==> config.mk <==
export PLATFORM = sky130hd
export DESIGN_NAME = usb_jtag_fifo_bridge_flat
export DESIGN_NICKNAME = d
export VERILOG_FILES = /design/src/rtl/usb_jtag_fifo_bridge_if.sv /design/src/rtl/usb_jtag_fifo_bridge.sv /design/src/flat_wrapper.sv
export SDC_FILE = /design/constraint.sdc
export NUM_CORES = 1
export LEC_CHECK = 0
export ABC_AREA = 1
export CAP_MARGIN = 0
export CORE_UTILIZATION = 47
export CTS_BUF_LIST = sky130_fd_sc_hd__clkbuf_16
export DETAILED_ROUTE_END_ITERATION = 10
export GPL_ROUTABILITY_DRIVEN = 0
export GPL_TIMING_DRIVEN = 0
export PLACE_DENSITY = 0.66
export SETUP_SLACK_MARGIN = 0.1
export SLEW_MARGIN = 20
export SYNTH_ARGS = -nofsm -noshare
export SYNTH_HDL_FRONTEND = slang
export SYNTH_SLANG_ARGS = --single-unit
==> constraint.sdc <==
create_clock -name iCLK -period 2.7 [get_ports iCLK]
set_input_delay 0.54 -clock iCLK [delete_from_list [all_inputs] [get_ports iCLK]]
set_output_delay 0.54 -clock iCLK [all_outputs]
set_load 0.03 [all_outputs]
==> src/rtl/usb_jtag_fifo_bridge_if.sv <==
// Host-side word interface of the USB-Blaster JTAG FIFO bridge.
// master = host logic, slave = bridge.
interface usb_jtag_fifo_bridge_if #(
  parameter int unsigned DATA_WIDTH = 8,
  parameter int unsigned RX_DEPTH   = 16
);
  localparam int unsigned LVL_W = $clog2(RX_DEPTH + 1);

  logic [DATA_WIDTH-1:0] iTxD_DATA;
  logic                  iTxD_Start;
  logic                  oTxD_Full;
  logic                  oTxD_Done;
  logic [DATA_WIDTH-1:0] oRxD_DATA;
  logic                  oRxD_Ready;
  logic                  iRxD_Ack;
  logic [LVL_W-1:0]      oRxD_Level;
  logic                  oRx_Overflow;
  logic                  oTx_Abort;
  logic                  iClr_Status;

  modport master (
    output iTxD_DATA, iTxD_Start, iRxD_Ack, iClr_Status,
    input  oTxD_Full, oTxD_Done, oRxD_DATA, oRxD_Ready, oRxD_Level,
           oRx_Overflow, oTx_Abort
  );

  modport slave (
    input  iTxD_DATA, iTxD_Start, iRxD_Ack, iClr_Status,
    output oTxD_Full, oTxD_Done, oRxD_DATA, oRxD_Ready, oRxD_Level,
           oRx_Overflow, oTx_Abort
  );
endinterface

==> src/rtl/usb_jtag_fifo_bridge.sv <==
// USB-Blaster JTAG pin bridge: TCK/TCS/TDI oversampled in iCLK, words buffered
// in RX/TX FIFOs with sticky overflow/abort status.
module usb_jtag_fifo_bridge #(
  parameter int unsigned DATA_WIDTH  = 8,
  parameter int unsigned RX_DEPTH    = 16,
  parameter int unsigned TX_DEPTH    = 16,
  parameter int unsigned SYNC_STAGES = 2
) (
  input  logic                     iCLK,
  input  logic                     iRST_n,
  input  logic                     TCK,
  input  logic                     TCS,
  input  logic                     TDI,
  output logic                     TDO,
  usb_jtag_fifo_bridge_if.slave    host
);
  localparam int unsigned CNT_W = $clog2(DATA_WIDTH);
  localparam int unsigned RX_AW = $clog2(RX_DEPTH);
  localparam int unsigned TX_AW = $clog2(TX_DEPTH);
  localparam int unsigned LVL_W = $clog2(RX_DEPTH + 1);
  localparam logic [CNT_W-1:0] CNT_LAST = CNT_W'(DATA_WIDTH - 1);

  logic [SYNC_STAGES-1:0] tck_sync_q, tcs_sync_q, tdi_sync_q;
  logic                   tck_prev_q;
  logic                   tck_s, tcs_s, tdi_s, active;

  // TCS resets high so the link starts idle until the host selects it.
  always_ff @(posedge iCLK or negedge iRST_n) begin
    if (!iRST_n) begin
      tck_sync_q <= '0;
      tcs_sync_q <= '1;
      tdi_sync_q <= '0;
      tck_prev_q <= 1'b0;
    end else begin
      tck_sync_q <= {tck_sync_q[SYNC_STAGES-2:0], TCK};
      tcs_sync_q <= {tcs_sync_q[SYNC_STAGES-2:0], TCS};
      tdi_sync_q <= {tdi_sync_q[SYNC_STAGES-2:0], TDI};
      tck_prev_q <= tck_s;
    end
  end

  assign tck_s  = tck_sync_q[SYNC_STAGES-1];
  assign tcs_s  = tcs_sync_q[SYNC_STAGES-1];
  assign tdi_s  = tdi_sync_q[SYNC_STAGES-1];
  assign active = tck_s & ~tck_prev_q & ~tcs_s;

  // ---------------- RX shifter and FIFO ----------------
  logic [DATA_WIDTH-1:0] rx_sr_q;
  logic [CNT_W-1:0]      rx_cnt_q;
  logic                  rx_push_q;
  logic [DATA_WIDTH-1:0] rx_mem_q [RX_DEPTH];
  logic [RX_AW:0]        rx_wr_q, rx_rd_q;
  logic                  rx_empty, rx_full, rx_pop, rx_wr_en, rx_ovf_set;

  always_ff @(posedge iCLK or negedge iRST_n) begin
    if (!iRST_n) begin
      rx_sr_q   <= '0;
      rx_cnt_q  <= '0;
      rx_push_q <= 1'b0;
    end else begin
      rx_push_q <= 1'b0;
      if (tcs_s) begin
        rx_sr_q  <= '0;
        rx_cnt_q <= '0;
      end else if (active) begin
        rx_sr_q <= {tdi_s, rx_sr_q[DATA_WIDTH-1:1]};
        if (rx_cnt_q == CNT_LAST) begin
          rx_cnt_q  <= '0;
          rx_push_q <= 1'b1;
        end else begin
          rx_cnt_q <= rx_cnt_q + 1'b1;
        end
      end
    end
  end

  assign rx_empty   = (rx_wr_q == rx_rd_q);
  assign rx_full    = (rx_wr_q[RX_AW] != rx_rd_q[RX_AW]) &&
                      (rx_wr_q[RX_AW-1:0] == rx_rd_q[RX_AW-1:0]);
  assign rx_pop     = host.iRxD_Ack & ~rx_empty;
  assign rx_wr_en   = rx_push_q & (~rx_full | rx_pop);
  assign rx_ovf_set = rx_push_q & rx_full & ~rx_pop;

  always_ff @(posedge iCLK) begin
    if (rx_wr_en) rx_mem_q[rx_wr_q[RX_AW-1:0]] <= rx_sr_q;
  end

  // ---------------- TX FIFO and shifter ----------------
  logic [DATA_WIDTH-1:0] tx_mem_q [TX_DEPTH];
  logic [TX_AW:0]        tx_wr_q, tx_rd_q;
  logic                  tx_empty, tx_full, tx_pop, tx_push, tx_abort_set;
  logic [DATA_WIDTH-1:0] tx_head, tx_sr_q;
  logic [CNT_W-1:0]      tx_cnt_q;
  logic                  tdo_q, done_q, ovf_q, abort_q;

  assign tx_empty     = (tx_wr_q == tx_rd_q);
  assign tx_full      = (tx_wr_q[TX_AW] != tx_rd_q[TX_AW]) &&
                        (tx_wr_q[TX_AW-1:0] == tx_rd_q[TX_AW-1:0]);
  assign tx_head      = tx_mem_q[tx_rd_q[TX_AW-1:0]];
  assign tx_pop       = active & (tx_cnt_q == '0) & ~tx_empty;
  assign tx_push      = host.iTxD_Start & (~tx_full | tx_pop);
  assign tx_abort_set = tcs_s & (tx_cnt_q != '0);

  always_ff @(posedge iCLK) begin
    if (tx_push) tx_mem_q[tx_wr_q[TX_AW-1:0]] <= host.iTxD_DATA;
  end

  always_ff @(posedge iCLK or negedge iRST_n) begin
    if (!iRST_n) begin
      rx_wr_q <= '0;
      rx_rd_q <= '0;
      tx_wr_q <= '0;
      tx_rd_q <= '0;
      ovf_q   <= 1'b0;
      abort_q <= 1'b0;
    end else begin
      if (rx_wr_en) rx_wr_q <= rx_wr_q + 1'b1;
      if (rx_pop)   rx_rd_q <= rx_rd_q + 1'b1;
      if (tx_push)  tx_wr_q <= tx_wr_q + 1'b1;
      if (tx_pop)   tx_rd_q <= tx_rd_q + 1'b1;
      // A new event in the same cycle as a clear keeps the flag set.
      ovf_q   <= (ovf_q   & ~host.iClr_Status) | rx_ovf_set;
      abort_q <= (abort_q & ~host.iClr_Status) | tx_abort_set;
    end
  end

  always_ff @(posedge iCLK or negedge iRST_n) begin
    if (!iRST_n) begin
      tx_sr_q  <= '0;
      tx_cnt_q <= '0;
      tdo_q    <= 1'b0;
      done_q   <= 1'b0;
    end else begin
      done_q <= 1'b0;
      if (tcs_s) begin
        tx_cnt_q <= '0;
        tdo_q    <= 1'b0;
      end else if (active) begin
        if (tx_cnt_q == '0) begin
          if (!tx_empty) begin
            tdo_q    <= tx_head[0];
            tx_sr_q  <= tx_head;
            tx_cnt_q <= CNT_W'(1);
          end else begin
            tdo_q <= 1'b0;
          end
        end else begin
          tdo_q <= tx_sr_q[tx_cnt_q];
          if (tx_cnt_q == CNT_LAST) begin
            tx_cnt_q <= '0;
            done_q   <= 1'b1;
          end else begin
            tx_cnt_q <= tx_cnt_q + 1'b1;
          end
        end
      end
    end
  end

  assign TDO               = tdo_q;
  assign host.oTxD_Full    = tx_full;
  assign host.oTxD_Done    = done_q;
  assign host.oRxD_DATA    = rx_mem_q[rx_rd_q[RX_AW-1:0]];
  assign host.oRxD_Ready   = ~rx_empty;
  assign host.oRxD_Level   = LVL_W'(rx_wr_q - rx_rd_q);
  assign host.oRx_Overflow = ovf_q;
  assign host.oTx_Abort    = abort_q;
endmodule

==> src/flat_wrapper.sv <==
// flat-port wrapper written by rule: the top's interface ports become plain ports
module usb_jtag_fifo_bridge_flat 
#(
  parameter int unsigned DATA_WIDTH  = 8,
  parameter int unsigned RX_DEPTH    = 16,
  parameter int unsigned TX_DEPTH    = 16,
  parameter int unsigned SYNC_STAGES = 2
)
  (iCLK, iRST_n, TCK, TCS, TDI, TDO, host_iTxD_DATA, host_iTxD_Start, host_iRxD_Ack, host_iClr_Status, host_oTxD_Full, host_oTxD_Done, host_oRxD_DATA, host_oRxD_Ready, host_oRxD_Level, host_oRx_Overflow, host_oTx_Abort);
  usb_jtag_fifo_bridge_if #(.DATA_WIDTH(DATA_WIDTH), .RX_DEPTH(RX_DEPTH)) host_i ();
  input  logic iCLK;
  input  logic iRST_n;
  input  logic TCK;
  input  logic TCS;
  input  logic TDI;
  output logic TDO;
  input wire logic [$bits(host_i.iTxD_DATA)-1:0] host_iTxD_DATA;
  input wire logic [$bits(host_i.iTxD_Start)-1:0] host_iTxD_Start;
  input wire logic [$bits(host_i.iRxD_Ack)-1:0] host_iRxD_Ack;
  input wire logic [$bits(host_i.iClr_Status)-1:0] host_iClr_Status;
  output wire logic [$bits(host_i.oTxD_Full)-1:0] host_oTxD_Full;
  output wire logic [$bits(host_i.oTxD_Done)-1:0] host_oTxD_Done;
  output wire logic [$bits(host_i.oRxD_DATA)-1:0] host_oRxD_DATA;
  output wire logic [$bits(host_i.oRxD_Ready)-1:0] host_oRxD_Ready;
  output wire logic [$bits(host_i.oRxD_Level)-1:0] host_oRxD_Level;
  output wire logic [$bits(host_i.oRx_Overflow)-1:0] host_oRx_Overflow;
  output wire logic [$bits(host_i.oTx_Abort)-1:0] host_oTx_Abort;
  assign host_i.iTxD_DATA = host_iTxD_DATA;
  assign host_i.iTxD_Start = host_iTxD_Start;
  assign host_i.iRxD_Ack = host_iRxD_Ack;
  assign host_i.iClr_Status = host_iClr_Status;
  assign host_oTxD_Full = host_i.oTxD_Full;
  assign host_oTxD_Done = host_i.oTxD_Done;
  assign host_oRxD_DATA = host_i.oRxD_DATA;
  assign host_oRxD_Ready = host_i.oRxD_Ready;
  assign host_oRxD_Level = host_i.oRxD_Level;
  assign host_oRx_Overflow = host_i.oRx_Overflow;
  assign host_oTx_Abort = host_i.oTx_Abort;
  usb_jtag_fifo_bridge #(.DATA_WIDTH(DATA_WIDTH), .RX_DEPTH(RX_DEPTH), .TX_DEPTH(TX_DEPTH), .SYNC_STAGES(SYNC_STAGES)) u_core (.iCLK(iCLK), .iRST_n(iRST_n), .TCK(TCK), .TCS(TCS), .TDI(TDI), .TDO(TDO), .host(host_i));
endmodule
* After elaboration in Yosys (flattened, before gate mapping) *
Memory sizes are Yosys's and may differ from the RTL's.
Cells that the tools add are included.

cells by class
  add/sub/neg operators = 7
  magnitude comparators = 1
  eq/ne operators = 9
  multiplexer cells = 27
  bitwise gates (word level) = 24
  reductions and logical operators = 7

operators with widths
  operator             number
  $mux 3               8
  $add 5x1->5 const B  4
  $mux 1               16
  $mux 8               2
  $and 1x1->1          12
  $eq 5x5->1           2
  $eq 4x4->1           2
  $not 1->1            8
  $add 3x1->3 const B  2
  $eq 3x3->1 const B   2
  $sub 5x5->5          1
  $lt 3x4->1 const B   1
  $or 1x1->1           4
  $reduce_and 4->1     1
  $bmux 1 s3           1
  $logic_not 3->1      1
  $ne 3x2->1 const B   1
  $reduce_bool 3->1    1
  $logic_and 1x1->1    2
  $ne 1x1->1           2
  $reduce_and 2->1     1
  $reduce_bool 2->1    1

word-level totals
  register bits = 54
  memory bits (writable) = 256
  input bits = 16
  output and inout bits = 19
  word-level logic and storage cells = 94
  memories = 2

memories
  name             words  width  rd ports  clocked after memory_dff  wr ports  RTL line                    RTL
  u_core.rx_mem_q  16     8      1         0                         1         usb_jtag_fifo_bridge.sv:51  logic [DATA_WIDTH-1:0] rx_mem_q [RX_DEPTH];
  u_core.tx_mem_q  16     8      1         0                         1         usb_jtag_fifo_bridge.sv:89  logic [DATA_WIDTH-1:0] tx_mem_q [TX_DEPTH];

* Logic depth before layout (Yosys ltp) *
Gate-level depths: netlist of the first run.

  word-level depth = 9
  depth in mapped cells = 13
  gate-level depth less buffers = 12

* Worst setup path after synthesis of the first run *
No wires, ideal clock.

  path type = register to register
  start = reg u_core.rx_rd_q[1]
  end = mem u_core.rx_mem_q[15][0] (enable)
  setup time = 0.375 ns
  arrival time = 2.098 ns
  data required time = 2.325 ns
  slack = 0.228 ns
  cell stages (with the launch flop) = 11
  path buffers = 1
  period minus slack after synthesis = 2.472 ns
  path through = dfrtp_1 inv_1 clkbuf_1 ha_1 nand2_1 nor2_1 nand3b_1 nand2_1 inv_1 nand2_1 nor2_1

between the ends
  longest elaborated chain between the ends = 7
  elaborated cells on any way between the ends = 10
  those cells by class = eq/ne: 2; mux: 2; bitwise: 5; reduce/logical: 1

RTL lines
  element                                                RTL line                                                RTL
  from (decl)                                            usb_jtag_fifo_bridge.sv:52                              logic [RX_AW:0] rx_wr_q, rx_rd_q;
  from (signal assigned)                                 usb_jtag_fifo_bridge.sv:118                             if (rx_pop) rx_rd_q <= rx_rd_q + 1'b1;
  $eq 5x5->1 / $eq 4x4->1 (equally long branches)        usb_jtag_fifo_bridge.sv:77, usb_jtag_fifo_bridge.sv:79
  $not 1->1 / $logic_and 1x1->1 (equally long branches)  usb_jtag_fifo_bridge.sv:80, usb_jtag_fifo_bridge.sv:78
  $and 1x1->1 / $not 1->1 (equally long branches)        usb_jtag_fifo_bridge.sv:80, usb_jtag_fifo_bridge.sv:81
  $or 1x1->1 *                                           usb_jtag_fifo_bridge.sv:81                              assign rx_wr_en = rx_push_q & (~rx_full | rx_pop);
  $and 1x1->1 *                                          usb_jtag_fifo_bridge.sv:81
  $mux 1 *                                               usb_jtag_fifo_bridge.sv:85                              if (rx_wr_en) rx_mem_q[rx_wr_q[RX_AW-1:0]] <= rx_sr_q;
  $mux 1 (not written as such) *                         usb_jtag_fifo_bridge.sv:85
  to (decl)                                              usb_jtag_fifo_bridge.sv:51

Every way passes the cells marked *; elsewhere a longest branch is shown, timed or not.

* Final worst setup path of the first run *
  start = reg u_core.rx_rd_q[0]
  end = out host_oRxD_DATA[7]

between the ends
  longest elaborated chain between the ends = 1

RTL lines
  element       RTL line            RTL
  $mem_v2 16x8  n/a
  to (decl)     flat_wrapper.sv:23  output wire logic [$bits(host_i.oRxD_DATA)-1:0] host_oRxD_DATA;

No other way between the ends.

==> qor.log, run 1 <==
qor: logic_synthesis.ys_seq_area_share 71.12%
qor: logic_synthesis.syn-mean-instance-area 12.05 um^2
qor: logic_synthesis.ys_seq_elements 310
qor: placed_design.detailedPlace.worstSlack -801.5 ps
qor: logic_synthesis.ys_async_sr_fraction 17.42%
qor: logic_synthesis.synth_flop_cell sky130_fd_sc_hd__edfxtp_1
qor: setup_path.cp-start-kind register
qor: power.power.switching_fraction 36.99%
qor: timing.worst_slack -51.46 ps
qor: logic_synthesis.post_synth_most_frequent_cells 256 x sky130_fd_sc_hd__edfxtp_1, 196 x sky130_fd_sc_hd__nor2_1, 128 x sky130_fd_sc_hd__nand2_1, 128 x sky130_fd_sc_hd__o21ai_0, 54 x sky130_fd_sc_hd__inv_1
qor: clock_tree.cts_buf_count 31
qor: timing.setup_repair_after_global_routing_missed_its_margin yes
qor: logic_synthesis.synth_adder_area_share 2.027%
qor: status.run_status finished, violations left
qor: global_route.global_route.overflow_total 0
qor: final_layout.design.final.nets 1,192
qor: timing.timing.final.setup_violations 6
qor: logic_synthesis.synth_top_area_cell sky130_fd_sc_hd__edfxtp_1
qor: power.power.density_cell_area 1013 nW/um^2
qor: logic_synthesis.synthXorXnorAreaFrac 1.653%
qor: routing.wl 30.86 mm
qor: timing.hold_ws 35.93 ps
qor: setup_path.cp_data_arrival_time 2210 ps
qor: routing.route.detailed.wl_per_inst 20.38 um
qor: routing.ant_nets 0
qor: power.power.share.sequential 36.3%
qor: logic_synthesis.synth.top_cells.by_area sky130_fd_sc_hd__edfxtp_1 60%, sky130_fd_sc_hd__dfrtp_1 10%, sky130_fd_sc_hd__nor2_1 5.8%
qor: placed_design.portBuffers 34
qor: final_layout.n_antenna_cell 0
qor: global_route.vias_in_the_first_global_route 8,272
qor: final_layout.stdcell_count 1,514
qor: logic_synthesis.warnings_synthesis 0
qor: die.die_width 166.5 um
qor: routing.post_drt_via_cell_ratio 5.619
qor: power.power.static_leakage 0.005645 uW
qor: power.internal_portion_of_total_power 9992 uW
qor: logic_synthesis.syn-num-nets 1,091
qor: clock_tree.clk_pin_slew 70 ps
qor: global_route.first_pass_grt_wire_length 46.42 mm
qor: logic_synthesis.post_synth_num_cell_types 31
qor: clock_tree.clockRootBuffer sky130_fd_sc_hd__clkbuf_16
qor: timing.worst-slew-pin-transition 760.7 ps
qor: die.io-pin-count 35
qor: routing.vias 8,507
qor: power.comb_power_share 38.5%
qor: die.rows 59
qor: timing.fin_crit 2751 ps
qor: timing.max_clock_freq 0.3634 GHz
qor: placed_design.place_inst 1,424
qor: status.failed_checks DRC, setup timing
qor: timing.finalCritPeriodShare 101.9%
qor: global_route.grt_usage 21.89%
qor: global_route.antenna_violations_before_repair 0
qor: timing.worst_slew_margin_rel 49.28%
qor: final_layout.final.fill_count 2,055
qor: setup_path.timing.critical_path.to_type output pin
qor: timing.layout_skew 16.86 ps
qor: setup_path.r2r_slack 240 ps
qor: setup_path.required 2160 ps
qor: placed_design.hpwlAfterDp 18.86 mm
qor: setup_path.crit-reg2reg-capture u_core.rx_mem_q[9][4]
qor: power.irDropWorstVdd 0.7325 mV
qor: logic_synthesis.synthCells 1,055
qor: clock_tree.clockBufferDepth 3
qor: routing.detail_route.first_pass.iterations 10
qor: final_layout.area_growth 23.10%
qor: timing.final.setup.tns -147.0 ps
qor: setup_path.timing.rr.start u_core.rx_rd_q[1]
qor: logic_synthesis.synth-edff-count 256
qor: setup_path.crit_fanout 8
qor: setup_path.criticalPathCategory reg -> out
qor: logic_synthesis.post_synth_mux_area_share 0%
qor: routing.drc 2
qor: logic_synthesis.synth_top_cell_area_share 60.47%
qor: global_route.grt_max_degree 55
qor: timing.final_hold_viol_count 0
qor: min_path.worstHoldPathType in -> async
qor: setup_path.worstRegToRegCells 10
qor: die.core_region_area 26,280 um^2
qor: logic_synthesis.synthMostInstantiatedCell sky130_fd_sc_hd__edfxtp_1
qor: die.initial_core_util 48.38%
qor: logic_synthesis.combinational_family_with_the_most_area_after_synthesis simple AND/OR/NAND/NOR gates
qor: clock_tree.tritoncts done
qor: power.p_switching 5866 uW
qor: logic_synthesis.synth-compound-area-share 10.10%
qor: die.die_height 166.5 um
qor: clock_tree.h-tree-depth 1
qor: clock_tree.clock_latency 560 ps
qor: logic_synthesis.synth_simple_gate_area_share 11.65%
qor: clock_tree.cts.sinks 310
qor: final_layout.post_route_cells_drive_above_1_share 20.19%
qor: timing.final_max_slew_viol_count 0
qor: logic_synthesis.area_of_the_mapped_netlist 12,710 um^2
qor: power.power.share.clock 25.2%
qor: job.cap_violations 0
qor: die.fp.dieArea 27,710 um^2
qor: routing.dr.first_iter.drc_count 705
qor: setup_path.critical_path.startpoint u_core.rx_rd_q[0]
qor: setup_path.critical_path.endpoint host_oRxD_DATA[7]
[power by group through the flow]
stage,combinational (uW),sequential (uW),clock (uW)
2_1_floorplan,3160,5790,0
3_3_place_gp,4800,5830,0
3_5_place_dp,4860,5840,0
4_1_cts,5600,5740,4040
5_1_grt,6590,5780,4190
6_report,6110,5750,3990
[layout by cell type (no fill, tap or decap), drive strengths merged, types with 21 or more instances in the layout]
cell type and n:
o21ai 128, edfxtp 256, nand3 41, o22ai 40, nand2 128, clkinv 21, buf 75, dfrtp 52
inv 61, clkbuf 52, nor2 200
[worst min-delay path by stage]
stage,start,to,cells after the start
floorplan,iRST_n,u_core.TDO,0
global placement,u_core.tdi_sync_q[0],u_core.tdi_sync_q[1],0
detailed placement,u_core.tck_sync_q[0],u_core.tck_sync_q[1],0
CTS,iRST_n,u_core.rx_rd_q[1],1
global route,iRST_n,u_core.rx_wr_q[1],1
finish,iRST_n,u_core.rx_wr_q[1],1
[worst max-delay path, cell delays in order (launching register included)]
cell and delay (ps):
sky130_fd_sc_hd__dfrtp_1 410, sky130_fd_sc_hd__buf_6 170, sky130_fd_sc_hd__inv_6 50, sky130_fd_sc_hd__buf_12 140, sky130_fd_sc_hd__buf_8 130, sky130_fd_sc_hd__o21ai_0 200
sky130_fd_sc_hd__o221ai_2 150, sky130_fd_sc_hd__nand3_2 120, sky130_fd_sc_hd__nand3_2 120, sky130_fd_sc_hd__buf_6 160
[timing repair]
item | 4_1_cts | 5_1_grt
endpoints found under the hold margin | 0 | 0
hold buffers | 0 | 0
gates resized for setup | 223 | 102
setup buffers | 16 | 15
endpoints found under the setup margin | 274 | 263
pin swaps | 31 | 45
cloned | 2 | 2
[flip-flops by register name (all words and copies together) (netlist names)]
register and cells:
u_core.TDO 1, u_core.host.oRx_Overflow 1, u_core.host.oTxD_Done 1, u_core.host.oTx_Abort 1, u_core.rx_cnt_q 3, u_core.rx_mem_q 128
u_core.rx_push_q 1, u_core.rx_rd_q 5, u_core.rx_sr_q 8, u_core.rx_wr_q 5, u_core.tck_prev_q 1, u_core.tck_sync_q 2
u_core.tcs_sync_q 2, u_core.tdi_sync_q 2, u_core.tx_cnt_q 3, u_core.tx_mem_q 128, u_core.tx_rd_q 5, u_core.tx_sr_q 8
u_core.tx_wr_q 5
[layer usage]
layer	part of all wire, %	track usage, %	vias up
met5	0	0	-
met4	3.1	7.166	0
met3	6.3	3.422	67
met2	50	37.32	326
met1	41	28.79	4160
li1	-	-	3954
[metrics by stage]
stage | util (%) | cell area, um^2 | total power, uW
3_5_place_dp | 51.26 | 13470 | 10700
5_1_grt | 59.55 | 15650 | 16570
2_1_floorplan | - | 12710 | 8943
4_1_cts | 57.43 | 15090 | 15380
3_3_place_gp | 51.27 | 13470 | 10630
6_report | 59.55 | 15650 | 15860
[final cells by class]
type	instances	area [um^2]	area share, %
plain buffers	45	339.1	2.167
clock inverters	24	142.6	0.9114
inverters	61	246.5	1.575
flip-flops and latches	310	9042	57.78
multi-input cells	638	3816	24.38
clock buffers	32	800.8	5.117
repair buffers	69	843.3	5.389
well taps	335	419.2	2.678
[logic make-up (layout without fill, tap and decap cells)]
family | after synthesis | in the layout
adders and majority gates | 20 | 20
AOI/OAI and AO/OA | 221 | 221
buffers and inverters | 107 | 231
and+or+nand+nor | 373 | 373
xor gates and xnor gates | 24 | 24
DFF | 310 | 310
Note: power is estimated with default switching activity, not from simulation.
==> run 2, diff against run 1 <==
--- a/config.mk
+++ b/config.mk
@@ -12,6 +12,7 @@
 export DETAILED_ROUTE_END_ITERATION = 10
 export GPL_ROUTABILITY_DRIVEN = 0
 export GPL_TIMING_DRIVEN = 0
+export MAX_ROUTING_LAYER = met4
 export PLACE_DENSITY = 0.66
 export SETUP_SLACK_MARGIN = 0.1
 export SLEW_MARGIN = 20
==> qor.log, run 2 (same netlist as run 1, synthesis figures left out) <==
qor: job.cap_violations 0 [unchanged]
qor: die.rows 59 [unchanged]
qor: routing.route.detailed.wl_per_inst 20.42 um [+0.19%]
qor: setup_path.critPathMaxStageDelay 420 ps [about the same]
qor: routing.dr.first_iter.drc_count 705 [unchanged]
qor: timing.max_clock_freq 0.3610 GHz [-0.66%]
qor: final_layout.layout.cells.most_common_list 256 x sky130_fd_sc_hd__edfxtp_1, 153 x sky130_fd_sc_hd__nor2_1, 117 x sky130_fd_sc_hd__nand2_1
qor: die.die_width 166.5 um [unchanged]
qor: routing.drc 2 [unchanged]
qor: final_layout.n_antenna_cell 0 [unchanged]
qor: global_route.grt_usage 22.62% [+0.73 points]
qor: routing.vias 8,500 [-0.082%]
qor: timing.worst_slack -69.74 ps [-18.27 ps]
qor: setup_path.worstPathBufferInverterCount 5 [unchanged]
qor: setup_path.crit-reg2reg-capture u_core.rx_mem_q[9][4]
qor: die.fp.dieArea 27,710 um^2 [unchanged]
qor: timing.layout_skew 13.75 ps [-3.107 ps]
qor: placed_design.detailedPlace.worstSlack -801.5 ps [unchanged]
qor: status.run_status finished, violations left
qor: timing.fin_crit 2770 ps [+18.27 ps]
qor: die.core_region_area 26,280 um^2 [unchanged]
qor: status.failed_checks DRC, setup timing
qor: setup_path.timing.critical_path.slowest_stage_cell sky130_fd_sc_hd__dfrtp_1
qor: global_route.grt_max_degree 55 [unchanged]
qor: power.p_switching 5877 uW [+0.18%]
qor: timing.finalCritPeriodShare 102.6% [+0.68 points]
qor: setup_path.crit_fanout 8 [unchanged]
qor: setup_path.timing.critical_path.to_type output pin
qor: setup_path.critical_path.startpoint u_core.rx_rd_q[0]
qor: setup_path.criticalPathCategory reg -> out
qor: setup_path.cells_along_the_critical_path buf_6 > inv_4 > buf_12 > buf_8 > nor2_1 > o221ai_1 > nand3_2 > nand3_2 > buf_6
qor: setup_path.timing.rr.start u_core.rx_rd_q[1]
qor: placed_design.hpwlAfterDp 18.86 mm [unchanged]
qor: clock_tree.clockBufferDepth 3 [unchanged]
qor: timing.final_max_slew_viol_count 0 [unchanged]
qor: clock_tree.ctsHoldBuffers 0 [unchanged]
qor: clock_tree.clockRootBuffer sky130_fd_sc_hd__clkbuf_16
qor: power.power.switching_fraction 36.97% [about the same]
qor: setup_path.worstRegToRegCells 10 [unchanged]
qor: clock_tree.clk_pin_slew 70 ps [about the same]
qor: clock_tree.tritoncts done
qor: global_route.antenna_violations_before_repair 0 [unchanged]
qor: die.io-pin-count 35 [unchanged]
qor: setup_path.r2r_slack 280 ps [+40 ps]
qor: clock_tree.clock_latency 560 ps [about the same]
qor: power.internal_portion_of_total_power 10,020 uW [+0.26%]
qor: setup_path.cp_data_arrival_time 2230 ps [+20 ps]
qor: placed_design.portBuffers 34 [unchanged]
qor: clock_tree.cts_buf_count 31 [unchanged]
qor: timing.hold_ws 33.32 ps [-2.608 ps]
qor: power.power.share.sequential 36.2% [about the same]
qor: min_path.worstHoldPathType in -> async
qor: global_route.first_pass_grt_wire_length 46.42 mm [unchanged]
qor: routing.ant_nets 0 [unchanged]
qor: clock_tree.cts.sinks 310 [unchanged]
qor: global_route.vias_in_the_first_global_route 8,256 [-0.19%]
qor: timing.setup_repair_after_global_routing_missed_its_margin yes
qor: final_layout.design.final.nets 1,192 [unchanged]
qor: routing.wl 30.92 mm [+0.19%]
qor: clock_tree.h-tree-depth 1 [unchanged]
qor: power.comb_power_share 38.6% [about the same]
qor: final_layout.area_growth 23.24%
qor: timing.worst_slew_margin_rel 48.33% [-0.96 points]
qor: setup_path.required 2160 ps [about the same]
qor: setup_path.cp-start-kind register
qor: final_layout.layout.cells.most_common sky130_fd_sc_hd__edfxtp_1
qor: final_layout.post_route_cells_drive_above_1_share 20.53% [+0.34 points]
qor: power.power.static_leakage 0.005647 uW [about the same]
qor: timing.final_hold_viol_count 0 [unchanged]
qor: routing.detail_route.first_pass.iterations 8 [-2]
qor: timing.timing.final.setup_violations 8 [+2]
qor: setup_path.critical-path-top-delay-family buffers and inverters
qor: die.initial_core_util 48.38% [unchanged]
qor: die.die_height 166.5 um [unchanged]
qor: power.irDropWorstVdd 0.7379 mV [+0.74%]
qor: power.power.share.clock 25.2% [about the same]
qor: routing.post_drt_via_cell_ratio 5.614 [about the same]
qor: global_route.global_route.overflow_total 0 [unchanged]
qor: timing.worst-slew-pin-transition 775.1 ps [+14.35 ps]
qor: final_layout.final.fill_count 2,051 [-0.19%]
qor: power.power.density_cell_area 1015 nW/um^2 [+0.12%]
## run 2: changes by cell type in the layout (fill, tap and decap cells not counted), sizes merged
cell | before | now
buf | 75 | 76
clkbuf | 52 | 51
## run 2: routing by layer
layer / part of all wire (%) / vias to the layer above / routed length, um / track usage [%]
li1: - / 3958 / - / -
met4: 3.2 / 0 / 977 / 7.166
met5: 0 / - / 0 / -
met1: 41 / 4134 / 12780 / 29.01
met2: 49 / 334 / 15160 / 37.19
met3: 6.5 / 74 / 2008 / 3.422
## run 2: power groups by stage
stage                     combinational [uW]  clock [uW]  sequential [uW]
final                                   6140        4000             5760
after global routing                    6630        4200             5780
after CTS                               5600        4040             5740
after detailed placement                4860           0             5840
after global placement                  4800           0             5830
after floorplan                         3160           0             5790
## run 2: how the worst max path moves through the flow
stage	end	slack (ps)	cells after the start
floorplan	u_core.rx_mem_q[15][0]	230	10
finish	host_oRxD_DATA[2]	-70	9
detailed placement	u_core.rx_mem_q[7][0]	-800	10
global route	host_oRxD_DATA[2]	-110	9
CTS	u_core.tx_mem_q[9][0]	-80	8
global placement	u_core.rx_mem_q[7][0]	-740	10
## run 2: timing repair
item	4_1_cts	5_1_grt
setup buffers	16	15
gates cloned	2	3
endpoints found under the setup margin	274	263
resized for setup	223	102
pin swaps	31	47
## run 2: layout make-up
cell class                      instances  area [um^2]  area share [%]
Buffer                                 44        327.8           2.092
Clock buffer                           32        800.8           5.111
Clock inverter                         24        142.6          0.9104
Inverter                               61        244.0           1.557
Multi-Input combinational cell        638         3834           24.47
Sequential cell                       310         9044           57.72
Tap cell                              335        419.2           2.675
Timing Repair Buffer                   70        855.8           5.462
## run 2: metrics by stage
step | utilization (%) | setup TNS [ps] | power [uW] | std cells | instance area, um^2
2_1_floorplan | - | 0 | 8943 | 1055 | 12710
3_3_place_gp | 51.27 | -129470 | 10630 | 1424 | 13470
3_5_place_dp | 51.26 | -104340 | 10700 | 1424 | 13470
4_1_cts | 57.43 | -3276 | 15380 | 1498 | 15090
5_1_grt | 59.62 | -740.0 | 16610 | 1514 | 15670
6_report | 59.62 | -259.0 | 15900 | 1514 | 15670
==> run 3, diff against run 2 <==
--- a/config.mk
+++ b/config.mk
@@ -14,8 +14,10 @@
 export GPL_TIMING_DRIVEN = 0
 export MAX_ROUTING_LAYER = met4
 export PLACE_DENSITY = 0.66
+export RECOVER_POWER = 50
 export SETUP_SLACK_MARGIN = 0.1
 export SLEW_MARGIN = 20
 export SYNTH_ARGS = -nofsm -noshare
 export SYNTH_HDL_FRONTEND = slang
 export SYNTH_SLANG_ARGS = --single-unit
+export TNS_END_PERCENT = 1
==> qor.log, run 3 (same netlist as run 1, synthesis figures left out) <==
qor: die.die_width 166.5 um [unchanged]
qor: setup_path.timing.rr.start u_core.tx_cnt_q[0]
qor: setup_path.critPathMaxStageDelay 430 ps [about the same]
qor: final_layout.n_antenna_cell 0 [unchanged]
qor: final_layout.area_growth 21.81%
qor: clock_tree.cts.sinks 310 [unchanged]
qor: die.die_height 166.5 um [unchanged]
qor: clock_tree.tritoncts done
qor: setup_path.timing.critical_path.slowest_stage_cell sky130_fd_sc_hd__dfrtp_1
qor: clock_tree.clk_pin_slew 60 ps [about the same]
qor: routing.post_drt_via_cell_ratio 5.576 [-0.67%]
qor: routing.dr.first_iter.drc_count 697 [-1.1%]
qor: global_route.global_route.overflow_total 0 [unchanged]
qor: timing.max_clock_freq 0.3564 GHz [-1.3%]
qor: die.initial_core_util 48.38% [unchanged]
qor: min_path.worstHoldPathType in -> async
qor: setup_path.worstPathBufferInverterCount 6 [+1]
qor: setup_path.criticalPathCategory reg -> out
qor: clock_tree.cts_buf_count 31 [unchanged]
qor: power.power.switching_fraction 36.97% [about the same]
qor: power.power.share.clock 25.3% [about the same]
qor: clock_tree.ctsHoldBuffers 0 [unchanged]
qor: power.irDropWorstVdd 0.7356 mV [-0.32%]
qor: setup_path.cp_data_arrival_time 2270 ps [+40 ps]
qor: placed_design.hpwlAfterDp 18.86 mm [unchanged]
qor: setup_path.required 2160 ps [about the same]
qor: setup_path.crit-reg2reg-capture u_core.tx_mem_q[10][3]
qor: setup_path.cp-start-kind register
qor: timing.layout_skew 10.16 ps [-3.593 ps]
qor: final_layout.design.final.nets 1,189 [-0.25%]
qor: global_route.vias_in_the_first_global_route 8,160 [-1.2%]
qor: setup_path.r2r_slack 240 ps [-40 ps]
qor: setup_path.crit_fanout 8 [unchanged]
qor: timing.setup_repair_after_global_routing_missed_its_margin yes
qor: routing.ant_nets 0 [unchanged]
qor: global_route.grt_max_degree 55 [unchanged]
qor: timing.finalCritPeriodShare 103.9% [+1.3 points]
qor: setup_path.cells_along_the_critical_path buf_6 > inv_4 > buf_8 > buf_8 > buf_6 > nor2_1 > o22ai_1 > nand2_1 > nand3_2 > buf_6
qor: die.core_region_area 26,280 um^2 [unchanged]
qor: status.failed_checks DRC, setup timing
qor: power.power.density_cell_area 1017 nW/um^2 [+0.21%]
qor: placed_design.portBuffers 34 [unchanged]
qor: status.run_status finished, violations left
qor: routing.drc 2 [unchanged]
qor: timing.worst-slew-pin-transition 1386 ps [+611.3 ps]
qor: power.power.static_leakage 0.005587 uW [-1.1%]
qor: die.fp.dieArea 27,710 um^2 [unchanged]
qor: setup_path.worstRegToRegCells 8 [-2]
qor: power.p_switching 5820 uW [-0.97%]
qor: final_layout.layout.cells.most_common_list 256 x sky130_fd_sc_hd__edfxtp_1, 159 x sky130_fd_sc_hd__nor2_1, 118 x sky130_fd_sc_hd__nand2_1
qor: die.rows 59 [unchanged]
qor: clock_tree.clock_latency 550 ps [about the same]
qor: timing.final.setup.tns -515.0 ps [-256.0 ps]
qor: timing.final_max_slew_viol_count 0 [unchanged]
qor: routing.route.detailed.wl_per_inst 20.25 um [-0.82%]
qor: final_layout.post_route_cells_drive_above_1_share 19.30% [-1.2 points]
qor: global_route.antenna_violations_before_repair 0 [unchanged]
qor: routing.vias 8,426 [-0.87%]
qor: job.cap_violations 0 [unchanged]
qor: global_route.first_pass_grt_wire_length 46.01 mm [-0.89%]
qor: timing.fin_crit 2806 ps [+35.92 ps]
qor: final_layout.stdcell_count 1,511 [-0.20%]
qor: clock_tree.clockBufferDepth 3 [unchanged]
qor: setup_path.cp_common_cell sky130_fd_sc_hd__buf_6
qor: power.comb_power_share 38.2% [-0.4 points]
qor: routing.wl 30.60 mm [-1.0%]
qor: placed_design.place_inst 1,424 [unchanged]
qor: final_layout.layout.cells.most_common sky130_fd_sc_hd__edfxtp_1
qor: power.internal_portion_of_total_power 9924 uW [-0.94%]
qor: clock_tree.clockRootBuffer sky130_fd_sc_hd__clkbuf_16
qor: setup_path.critical-path-top-delay-family buffers and inverters
qor: final_layout.final.fill_count 2,085 [+1.7%]
qor: setup_path.timing.critical_path.to_type output pin
qor: timing.worst_slew_margin_rel 7.575% [-41 points]
qor: die.io-pin-count 35 [unchanged]
qor: global_route.grt_usage 22.44% [-0.18 points]
qor: power.power.share.sequential 36.5% [+0.3 points]
qor: clock_tree.h-tree-depth 1 [unchanged]
qor: timing.final_hold_viol_count 0 [unchanged]
qor: timing.worst_slack -105.7 ps [-35.92 ps]
qor: routing.detail_route.first_pass.iterations 8 [unchanged]
qor: timing.timing.final.setup_violations 9 [+1]
qor: setup_path.critical_path.startpoint u_core.rx_rd_q[0]
run 3: how the worst max path moves through the flow:
stage,endpoint,slack [ps],depth (start not counted)
after global routing,host_oRxD_DATA[1],-150,10
after global placement,u_core.rx_mem_q[7][0],-740,10
after CTS,u_core.tx_mem_q[9][0],-80,8
final,host_oRxD_DATA[1],-110,10
after detailed placement,u_core.rx_mem_q[7][0],-800,10
after floorplan,u_core.rx_mem_q[15][0],230,10
run 3: what timing repair did:
item                                    4_1_cts  5_1_grt
endpoints found under the setup margin      274      263
pin swaps                                    18       39
resized for setup                           193      104
cloned                                        2        2
setup buffers                                11       16
run 3: metrics by stage:
stage	instance area (um^2)	worst slack (ps)	hold WS (ps)	total power (uW)	util (%)
floorplan	12710	227.5	244.4	8943	-
global placement	13470	-735.9	335.3	10630	51.27
detailed placement	13470	-801.5	340.2	10700	51.26
CTS	14880	-83.69	52.45	15290	56.60
global route	15490	-153.6	354.3	16460	58.93
finish	15490	-105.7	303.1	15740	58.93
run 3: per-layer routing:
metal	track usage [%]	wire length, um	vias to the layer above
met3	2.852	1812	64
met4	6.804	926	0
met5	-	0	-
met2	36.81	15010	305
met1	29.34	12850	4110
li1	-	-	3947
run 3: worst reg2reg max path, delay by kind of cell (launching register included):
family	cells	cell delay [ps]
buffers and inverters	2	270
DFF	1	440
adders and majority gates	1	180
and+or+nand+nor	4	980
AOI/OAI and AO/OA	1	260
run 3: power groups by stage:
stage	clock network [uW]	logic, uW	registers [uW]
final	3980	6010	5750
after global routing	4190	6480	5790
after CTS	4040	5510	5740
after detailed placement	0	4860	5840
after global placement	0	4800	5830
after floorplan	0	3160	5790
run 3: area by class of cell:
class / count / area, um^2 / share of cell area (%)
sequential: 310 / 9044 / 58.40
buffer: 46 / 322.8 / 2.085
clock buffer: 32 / 800.8 / 5.171
multi-input combinational: 638 / 3759 / 24.27
tap: 335 / 419.2 / 2.707
clock inverter: 24 / 142.6 / 0.9211
inverter: 61 / 244.0 / 1.576
timing repair buffer: 65 / 754.5 / 4.872
